$ cat config.mk
export PLATFORM = sky130hd
export DESIGN_NAME = eq2_lock_detector
export DESIGN_NICKNAME = d
export VERILOG_FILES = /design/src/rtl/eq2_lock_pkg.sv /design/src/rtl/eq2_bit_cmp.sv /design/src/rtl/eq2_lock_detector.sv
export SDC_FILE = /design/constraint.sdc
export NUM_CORES = 1
export LEC_CHECK = 0
export BUFFER_PORTS_ARGS = -buffer_cell sky130_fd_sc_hd__clkbuf_2
export CAP_MARGIN = 5
export CORE_MARGIN = 2
export CORE_UTILIZATION = 40
export CTS_CLUSTER_DIAMETER = 150
export CTS_CLUSTER_SIZE = 10
export DETAILED_ROUTE_END_ITERATION = 7
export PLACE_DENSITY = 0.69
export SLEW_MARGIN = 20
export SYNTH_ARGS = -nofsm -noshare
export SYNTH_HDL_FRONTEND = slang
export SYNTH_SLANG_ARGS = --single-unit
$ cat constraint.sdc
create_clock -name clk -period 5.4 [get_ports clk]
set_input_delay 1.62 -clock clk [delete_from_list [all_inputs] [get_ports clk]]
set_output_delay 1.62 -clock clk [all_outputs]
set_load 0.05 [all_outputs]
$ cat src/rtl/eq2_lock_pkg.sv
// Shared types and constants for the eq2 lock detector.
// Provides the FSM state encoding, saturation limits and a saturating increment helper.
package eq2_lock_pkg;

  typedef enum logic [1:0] {
    UNLOCKED = 2'd0,
    SEARCH   = 2'd1,
    LOCKED   = 2'd2,
    HOLD     = 2'd3
  } lock_state_e;

  localparam logic [7:0]  RUN_MAX   = 8'd255;
  localparam logic [15:0] MATCH_MAX = 16'd65535;

  // Run length sticks at its maximum instead of wrapping back to zero
  function automatic logic [7:0] sat_inc8(input logic [7:0] v);
    return (v == RUN_MAX) ? v : v + 8'd1;
  endfunction

endpackage

$ cat src/rtl/eq2_bit_cmp.sv
// Combinational 2-bit equality cell feeding the lock detector.
module eq2_bit_cmp (
  input  logic [1:0] a,
  input  logic [1:0] b,
  output logic       eq
);

  assign eq = (a[0] ~^ b[0]) & (a[1] ~^ b[1]);

endmodule

$ cat src/rtl/eq2_lock_detector.sv
// Lock detector: tracks runs of equal 2-bit samples and declares/releases lock with hysteresis.
// Optional feature macro EQ2_LOCK_STATS_EN adds the saturating 16-bit match_cnt statistics port.
module eq2_lock_detector
  import eq2_lock_pkg::*;
#(
  parameter int LOCK_CNT   = 4,
  parameter int UNLOCK_CNT = 2
) (
  input  logic        clk,
  input  logic        reset_n,
  input  logic        clear,
  input  logic        in_valid,
  input  logic [1:0]  a,
  input  logic [1:0]  b,
  output logic        locked,
  output logic        lock_pulse,
  output logic        unlock_pulse,
  output logic [7:0]  run_len
`ifdef EQ2_LOCK_STATS_EN
  ,
  output logic [15:0] match_cnt
`endif
);

  localparam logic [7:0] LOCK_TGT   = 8'(LOCK_CNT);
  localparam logic [7:0] UNLOCK_TGT = 8'(UNLOCK_CNT);

  logic        eq;
  lock_state_e state, state_n;
  logic [7:0]  miss, miss_n;
  logic [7:0]  run_n;
  logic [7:0]  run_inc;
  logic        locked_n;
  logic        lock_pulse_n;
  logic        unlock_pulse_n;

  eq2_bit_cmp u_cmp (
    .a  (a),
    .b  (b),
    .eq (eq)
  );

  assign run_inc = sat_inc8(run_len);

  always_ff @(posedge clk or negedge reset_n) begin
    if (!reset_n) begin
      state        <= UNLOCKED;
      miss         <= 8'd0;
      run_len      <= 8'd0;
      locked       <= 1'b0;
      lock_pulse   <= 1'b0;
      unlock_pulse <= 1'b0;
    end else begin
      state        <= state_n;
      miss         <= miss_n;
      run_len      <= run_n;
      locked       <= locked_n;
      lock_pulse   <= lock_pulse_n;
      unlock_pulse <= unlock_pulse_n;
    end
  end

  // Invalid cycles fall through the defaults, so state and counters freeze and pulses drop
  always_comb begin
    state_n        = state;
    miss_n         = miss;
    run_n          = run_len;
    lock_pulse_n   = 1'b0;
    unlock_pulse_n = 1'b0;

    if (clear) begin
      state_n = UNLOCKED;
      miss_n  = 8'd0;
      run_n   = 8'd0;
    end else if (in_valid) begin
      unique case (state)
        UNLOCKED: begin
          if (eq) begin
            run_n = 8'd1;
            if (LOCK_CNT == 1) begin
              state_n      = LOCKED;
              lock_pulse_n = 1'b1;
            end else begin
              state_n = SEARCH;
            end
          end else begin
            run_n = 8'd0;
          end
        end
        SEARCH: begin
          if (eq) begin
            run_n = run_inc;
            if (run_inc == LOCK_TGT) begin
              state_n      = LOCKED;
              lock_pulse_n = 1'b1;
            end
          end else begin
            state_n = UNLOCKED;
            run_n   = 8'd0;
          end
        end
        LOCKED: begin
          if (eq) begin
            run_n = run_inc;
          end else begin
            run_n = 8'd0;
            if (UNLOCK_CNT == 1) begin
              state_n        = UNLOCKED;
              miss_n         = 8'd0;
              unlock_pulse_n = 1'b1;
            end else begin
              state_n = HOLD;
              miss_n  = 8'd1;
            end
          end
        end
        HOLD: begin
          if (eq) begin
            state_n = LOCKED;
            miss_n  = 8'd0;
            run_n   = 8'd1;
          end else if (miss + 8'd1 == UNLOCK_TGT) begin
            state_n        = UNLOCKED;
            miss_n         = 8'd0;
            unlock_pulse_n = 1'b1;
          end else begin
            miss_n = miss + 8'd1;
          end
        end
        default: begin
          state_n = UNLOCKED;
          miss_n  = 8'd0;
          run_n   = 8'd0;
        end
      endcase
    end

    locked_n = (state_n == LOCKED) || (state_n == HOLD);
  end

`ifdef EQ2_LOCK_STATS_EN
  logic [15:0] match_n;

  // Counts every accepted matching sample regardless of lock state
  always_comb begin
    match_n = match_cnt;
    if (clear) begin
      match_n = 16'd0;
    end else if (in_valid && eq && (match_cnt != MATCH_MAX)) begin
      match_n = match_cnt + 16'd1;
    end
  end

  always_ff @(posedge clk or negedge reset_n) begin
    if (!reset_n) begin
      match_cnt <= 16'd0;
    end else begin
      match_cnt <= match_n;
    end
  end
`endif

endmodule

======== After elaboration in Yosys (flattened, before gate mapping) ========
Cells that the tools add are included.
W data, S select, Z words.
storage, ports and cells
  register bits ........................... 21
  input bits .............................. 8
  output and inout bits ................... 11
  word-level logic and storage cells ...... 60
operators by class
  $add $sub $neg .......................... 2
  equality and inequality tests ........... 10
  mux-type cells .......................... 32
  bitwise operators ....................... 3
  reductions and logical operators ........ 7
operators with widths
  cell                   count
  $mux W8                10
  $pmux W8 S3            1
  $add A8 B1 Y8 const B  2
  $mux W2                8
  $pmux W8 S2            1
  $mux W1                11
  $eq A2 B2 Y1 const B   4
  $eq A8 B2 Y1 const B   1
  $eq A8 B3 Y1 const B   1
  $eq A8 B8 Y1 const B   1
  $pmux W2 S4            1
  $ne A3 B3 Y1 const B   2
  $reduce_and A3 Y1      1
  $reduce_bool A3 Y1     1
  $eq A2 B1 Y1 const B   1
  $logic_not A2 Y1       1
  $reduce_and A2 Y1      1
  $reduce_bool A2 Y1     1
  $reduce_or A2 Y1       1
  $xnor A1 B1 Y1         2
  $and A1 B1 Y1          1
  $logic_or A1 B1 Y1     1

======== Logic depth before layout (Yosys ltp) ========
  depth in word-level cells ............... 10
  mapped depth ............................ 7
  depth with buffers taken out ............ 7

======== By module ========
From an unflattened synthesis, not the netlist that was laid out.
second synthesis, totals
  cell total of the unflattened synthesis .. 177
  area total of the unflattened synthesis .. 1492.7 µm²
by module, submodules not included
  module             times used  cells an instance  area each (µm²)  seq. area each (µm²)
  eq2_lock_detector  1           174                1471.4           525.5
  eq2_bit_cmp        1           3                  21.3             0.0

======== Worst setup path after synthesis ========
Ideal clock, no wire load.
  path type ............................... input to register
  from .................................... input b[1]
  to ...................................... register run_len[6]
  library setup time ...................... 0.078 ns
  data arrival time ....................... 2.718 ns
  data required time ...................... 5.322 ns
  path slack .............................. 2.604 ns
  cell stages on the path ................. 6
  path buffers ............................ 1
  path through ............................ xnor2_1 -> nand2_2 -> and4bb_2 -> buf_6 -> a31oi_1 -> a21oi_1
between the ends
  word-level cells in the longest chain between the ends .. 6
  elaborated cells on any way between the ends .. 8
  those cells by class .................... 1 x eq/ne; 4 x mux; 2 x bitwise; 1 x reduce/logical
RTL lines
  what                  line                                               text
  start, declared       eq2_lock_detector.sv:14                            input logic [1:0] b,
  $xnor A1 B1 Y1 *      eq2_bit_cmp.sv:8                                   assign eq = (a[0] ~^ b[0]) & (a[1] ~^ b[1]);
  $and A1 B1 Y1 *       eq2_bit_cmp.sv:8
  $mux W8               eq2_lock_detector.sv:91, eq2_lock_detector.sv:103
  $pmux W8 S3           eq2_lock_detector.sv:76                            unique case (state)
  $mux W8               eq2_lock_detector.sv:75                            end else if (in_valid) begin
  $mux W8               eq2_lock_detector.sv:71                            if (clear) begin
  end signal, assigned  eq2_lock_detector.sv:56                            run_len <= run_n;
  end, declared         eq2_lock_detector.sv:18                            output logic [7:0] run_len
Every way passes the cells marked *; elsewhere a longest branch is shown, timed or not. The select of a mux whose other input is x is not followed.
A chain may end at the register's enable or synchronous reset.

======== Final worst setup path ========
  from .................................... input b[0]
  to ...................................... register miss[6]
between the ends
  word-level cells in the longest chain between the ends .. 6
  elaborated cells on any way between the ends .. 8
  those cells by class .................... 1 x eq/ne; 4 x mux; 2 x bitwise; 1 x reduce/logical
RTL lines
  what                  line                      text
  $xnor A1 B1 Y1 *      eq2_bit_cmp.sv:8
  $and A1 B1 Y1 *       eq2_bit_cmp.sv:8
  $mux W8               eq2_lock_detector.sv:118  if (eq) begin
  $pmux W8 S2           eq2_lock_detector.sv:76
  $mux W8               eq2_lock_detector.sv:75
  $mux W8               eq2_lock_detector.sv:71
  end signal, assigned  eq2_lock_detector.sv:55   miss <= miss_n;
  end, declared         eq2_lock_detector.sv:30   logic [7:0] miss, miss_n;
Marked as above.

==> run summary <==
Yosys warning total - 0
WHS Path Cells - 1
antenna violations before repair - 0
R2R depth - 5
maximum VDD drop - 0.0000736 V
CP Launch Type - input port
setup TNS - 0 ns
sequential fraction of the synthesis area - 33.4%
Die Area - 4450 µm²
First-pass DRT Iterations - 4
global-route wire length before repair - 5950 µm
clk buf depth - 2
Finished Cell Area - 1710 µm²
min-delay src - miss[6]$_DFFE_PN0P_
Top delay family on crit path - compound AO/OA/AOI/OAI gates
post_cts resized - 0
Buf/Inv on CP - 1
detailed-route via count - 1365
synth-to-layout area growth - 8.51%
Netlist cell types - 47
worst-path maximum fanout - 8
Initial Util - 42.3%
Setup crit start - b[0]
Root Buffer - clkbuf_8
worst slew pin tran - 0.745 ns
PwrDens - 172 nW/µm²
hold_buf cts - 0
Synth top area share - 33.4%
Post-Place Cells - 239
WL/cell - 13.8 µm
WP data arrival - 3.05 ns
post-synthesis area per instance - 8.69 µm²
unrepaired setup endpoints after global routing - no
Min Hold Slack - 0.562 ns
Post-synth EDFFs - 0
multi-input logic area - 963 µm²
CTS tree - done
setup violators final - 0
final hold vios - 0
clock sink count - 21
DP HPWL - 2430 µm
Synthesized Nets - 196
R2R Path End - locked$_DFF_PN0_
largest net degree at the start of global routing - 22
vias in the first global route - 1247
Final Wtd Congestion - 0.835
Nets - 211
# DRC - 0
top area cells in the synthesized netlist - dfrtp_1 (33%), ha_1 (5.6%), a21oi_1 (4.5%), o21ai_0 (3.8%), nor2_1 (3.8%)
final WL - 3360 µm
Core ar. - 3720 µm²
1st-iter DRT viols - 112
maxcap violations - 0
Critical Path End - miss[6]$_DFFE_PN0P_
final core occ - 45.9%
ANT nets after route - 0
number of buffers created by CTS - 3
share of cells above drive strength 1 - 16.9%
Die H - 66.7 µm
most common flop cell mapped by yosys - dfrtp_1
post-CTS setup buffers - 0
skew final - 0.00196 ns
WS Path Type - in -> reg
GRT Residual Overflow - 0
Buffers on Ports - 18
# rows - 22
Total Power - 294 µW
via/cell ratio - 5.62
Worst Setup End Kind - register
relative slew slack - 50.1%
final worst-path cycle share - 53.4%
Fillers - 367
largest stage delay on the critical path - 0.54 ns
Synth area leader - dfrtp_1
FF-to-FF Start - miss[0]$_DFFE_PN0P_
Die Wd - 66.7 µm
Final Slew Violations - 0
Req. time, crit path - 5.57 ns
Slowest-stage cell, CP - a21oi_1
H-tree depth - 1
I/O pins - 19
Final min period - 2.88 ns
maximum clock rate - 0.347 GHz
Area after DPL - 1660 µm²
DP Worst Slack - 2.25 ns
leakage - 0.729 nW
status - completed
Storage cell area - 526 µm²
cell chain of the critical path - clkbuf_2, xnor2_1, a31oi_1, a21oi_1, o21ai_0, o31ai_1
CTS clk-pin slew, worst paths - 0.08 ns
PnR worst setup slack - 2.52 ns
Worst-Skew Late Latency - 0.25 ns
WP depth - 6
ant diodes - 0
Post-Syn Area - 1570 µm²
fin cells - 243
number of synthesized register bits - 21
R2R Setup Slk - 3.33 ns
Post-Syn Instances - 181
worst hold path class - reg -> reg
asr flop ratio synth - 100%
gr usage total - 17.4%
## logic make-up after synthesis
kind of cell / after synthesis / synth area share, %
fa+ha+maj: 7 / 5.57
xor+xnor: 11 / 6.13
simple gates: 70 / 23.5
buf+inv: 14 / 5.33
mux: 5 / 3.42
compound gates: 53 / 22.6
flops: 21 / 33.4
## cell usage in the layout, fill, tap and decap left out, types with 2 or more instances in the layout
cell | netlist | final
a311oi_1 | 3 | 3
xor2_1 | 6 | 6
and3_1 | 6 | 6
o31ai_1 | 2 | 2
a21oi_1 | 14 | 14
mux2_2 | 3 | 3
nor2b_1 | 4 | 4
clkbuf_2 | 0 | 18
a311o_1 | 2 | 2
nor4_1 | 3 | 3
nand2b_1 | 5 | 5
nand2_1 | 13 | 13
clkbuf_8 | 0 | 3
dfrtp_1 | 21 | 21
xnor2_1 | 5 | 5
nor3_1 | 4 | 4
nor2_1 | 16 | 16
nand4_1 | 3 | 3
a211o_1 | 2 | 2
o21ai_0 | 12 | 12
inv_1 | 6 | 6
mux2i_1 | 2 | 2
ha_1 | 7 | 7
nand3_1 | 8 | 8
o41ai_1 | 2 | 2
a31oi_1 | 4 | 4
a22o_1 | 2 | 2
## per-layer routing
layer	GRT usage, %	routed length, µm
met1	26.4	1740
met2	24.6	1440
met3	2.20	140
met4	6.89	40
met5	0	0
## sequential cells by signal (all words and copies together), names as in the netlist
name,cells
lock_pulse,1
unlock_pulse,1
locked,1
state,2
miss,8
run_len,8
## Yosys cell counts, types with 2 or more instances
cell / number
nor2b_1: 4
a31oi_1: 4
nand4_1: 3
a311o_1: 2
nand3_1: 8
mux2i_1: 2
nor3_1: 4
dfrtp_1: 21
o41ai_1: 2
xor2_1: 6
ha_1: 7
buf_4: 2
nand2b_1: 5
o31ai_1: 2
and3_1: 6
nand2_1: 13
xnor2_1: 5
inv_1: 6
a311oi_1: 3
a21oi_1: 14
a22o_1: 2
o21ai_0: 12
a211o_1: 2
clkbuf_1: 2
nor2_1: 16
mux2_2: 3
nor4_1: 3
buf_6: 3
## final cells by class
cell class	count	area share [%]
clock buffer	4	2.64
inverter	6	1.32
multi-input combinational	146	56.5
sequential	21	30.8
tap	48	3.52
timing repair buffer	18	5.28
## power breakdown
part | internal, mW | leakage (nW) | switching [mW] | total [mW]
Sequential | 0.158 | 0.293 | 0.00170 | 0.160
Clock | 0.0525 | 0.0228 | 0.0506 | 0.103
Combinational | 0.0107 | 0.413 | 0.0205 | 0.0311
Total | 0.221 | 0.729 | 0.0728 | 0.294
## worst min-delay path by stage
stage / endpoint / slack (ns)
2_1_floorplan: miss[5]$_DFFE_PN0P_ / 0.51
3_3_place_gp: miss[6]$_DFFE_PN0P_ / 0.55
3_5_place_dp: miss[5]$_DFFE_PN0P_ / 0.55
4_1_cts: miss[6]$_DFFE_PN0P_ / 0.57
5_1_grt: miss[5]$_DFFE_PN0P_ / 0.61
6_report: miss[6]$_DFFE_PN0P_ / 0.56
Power figures use the tool's default switching activity.
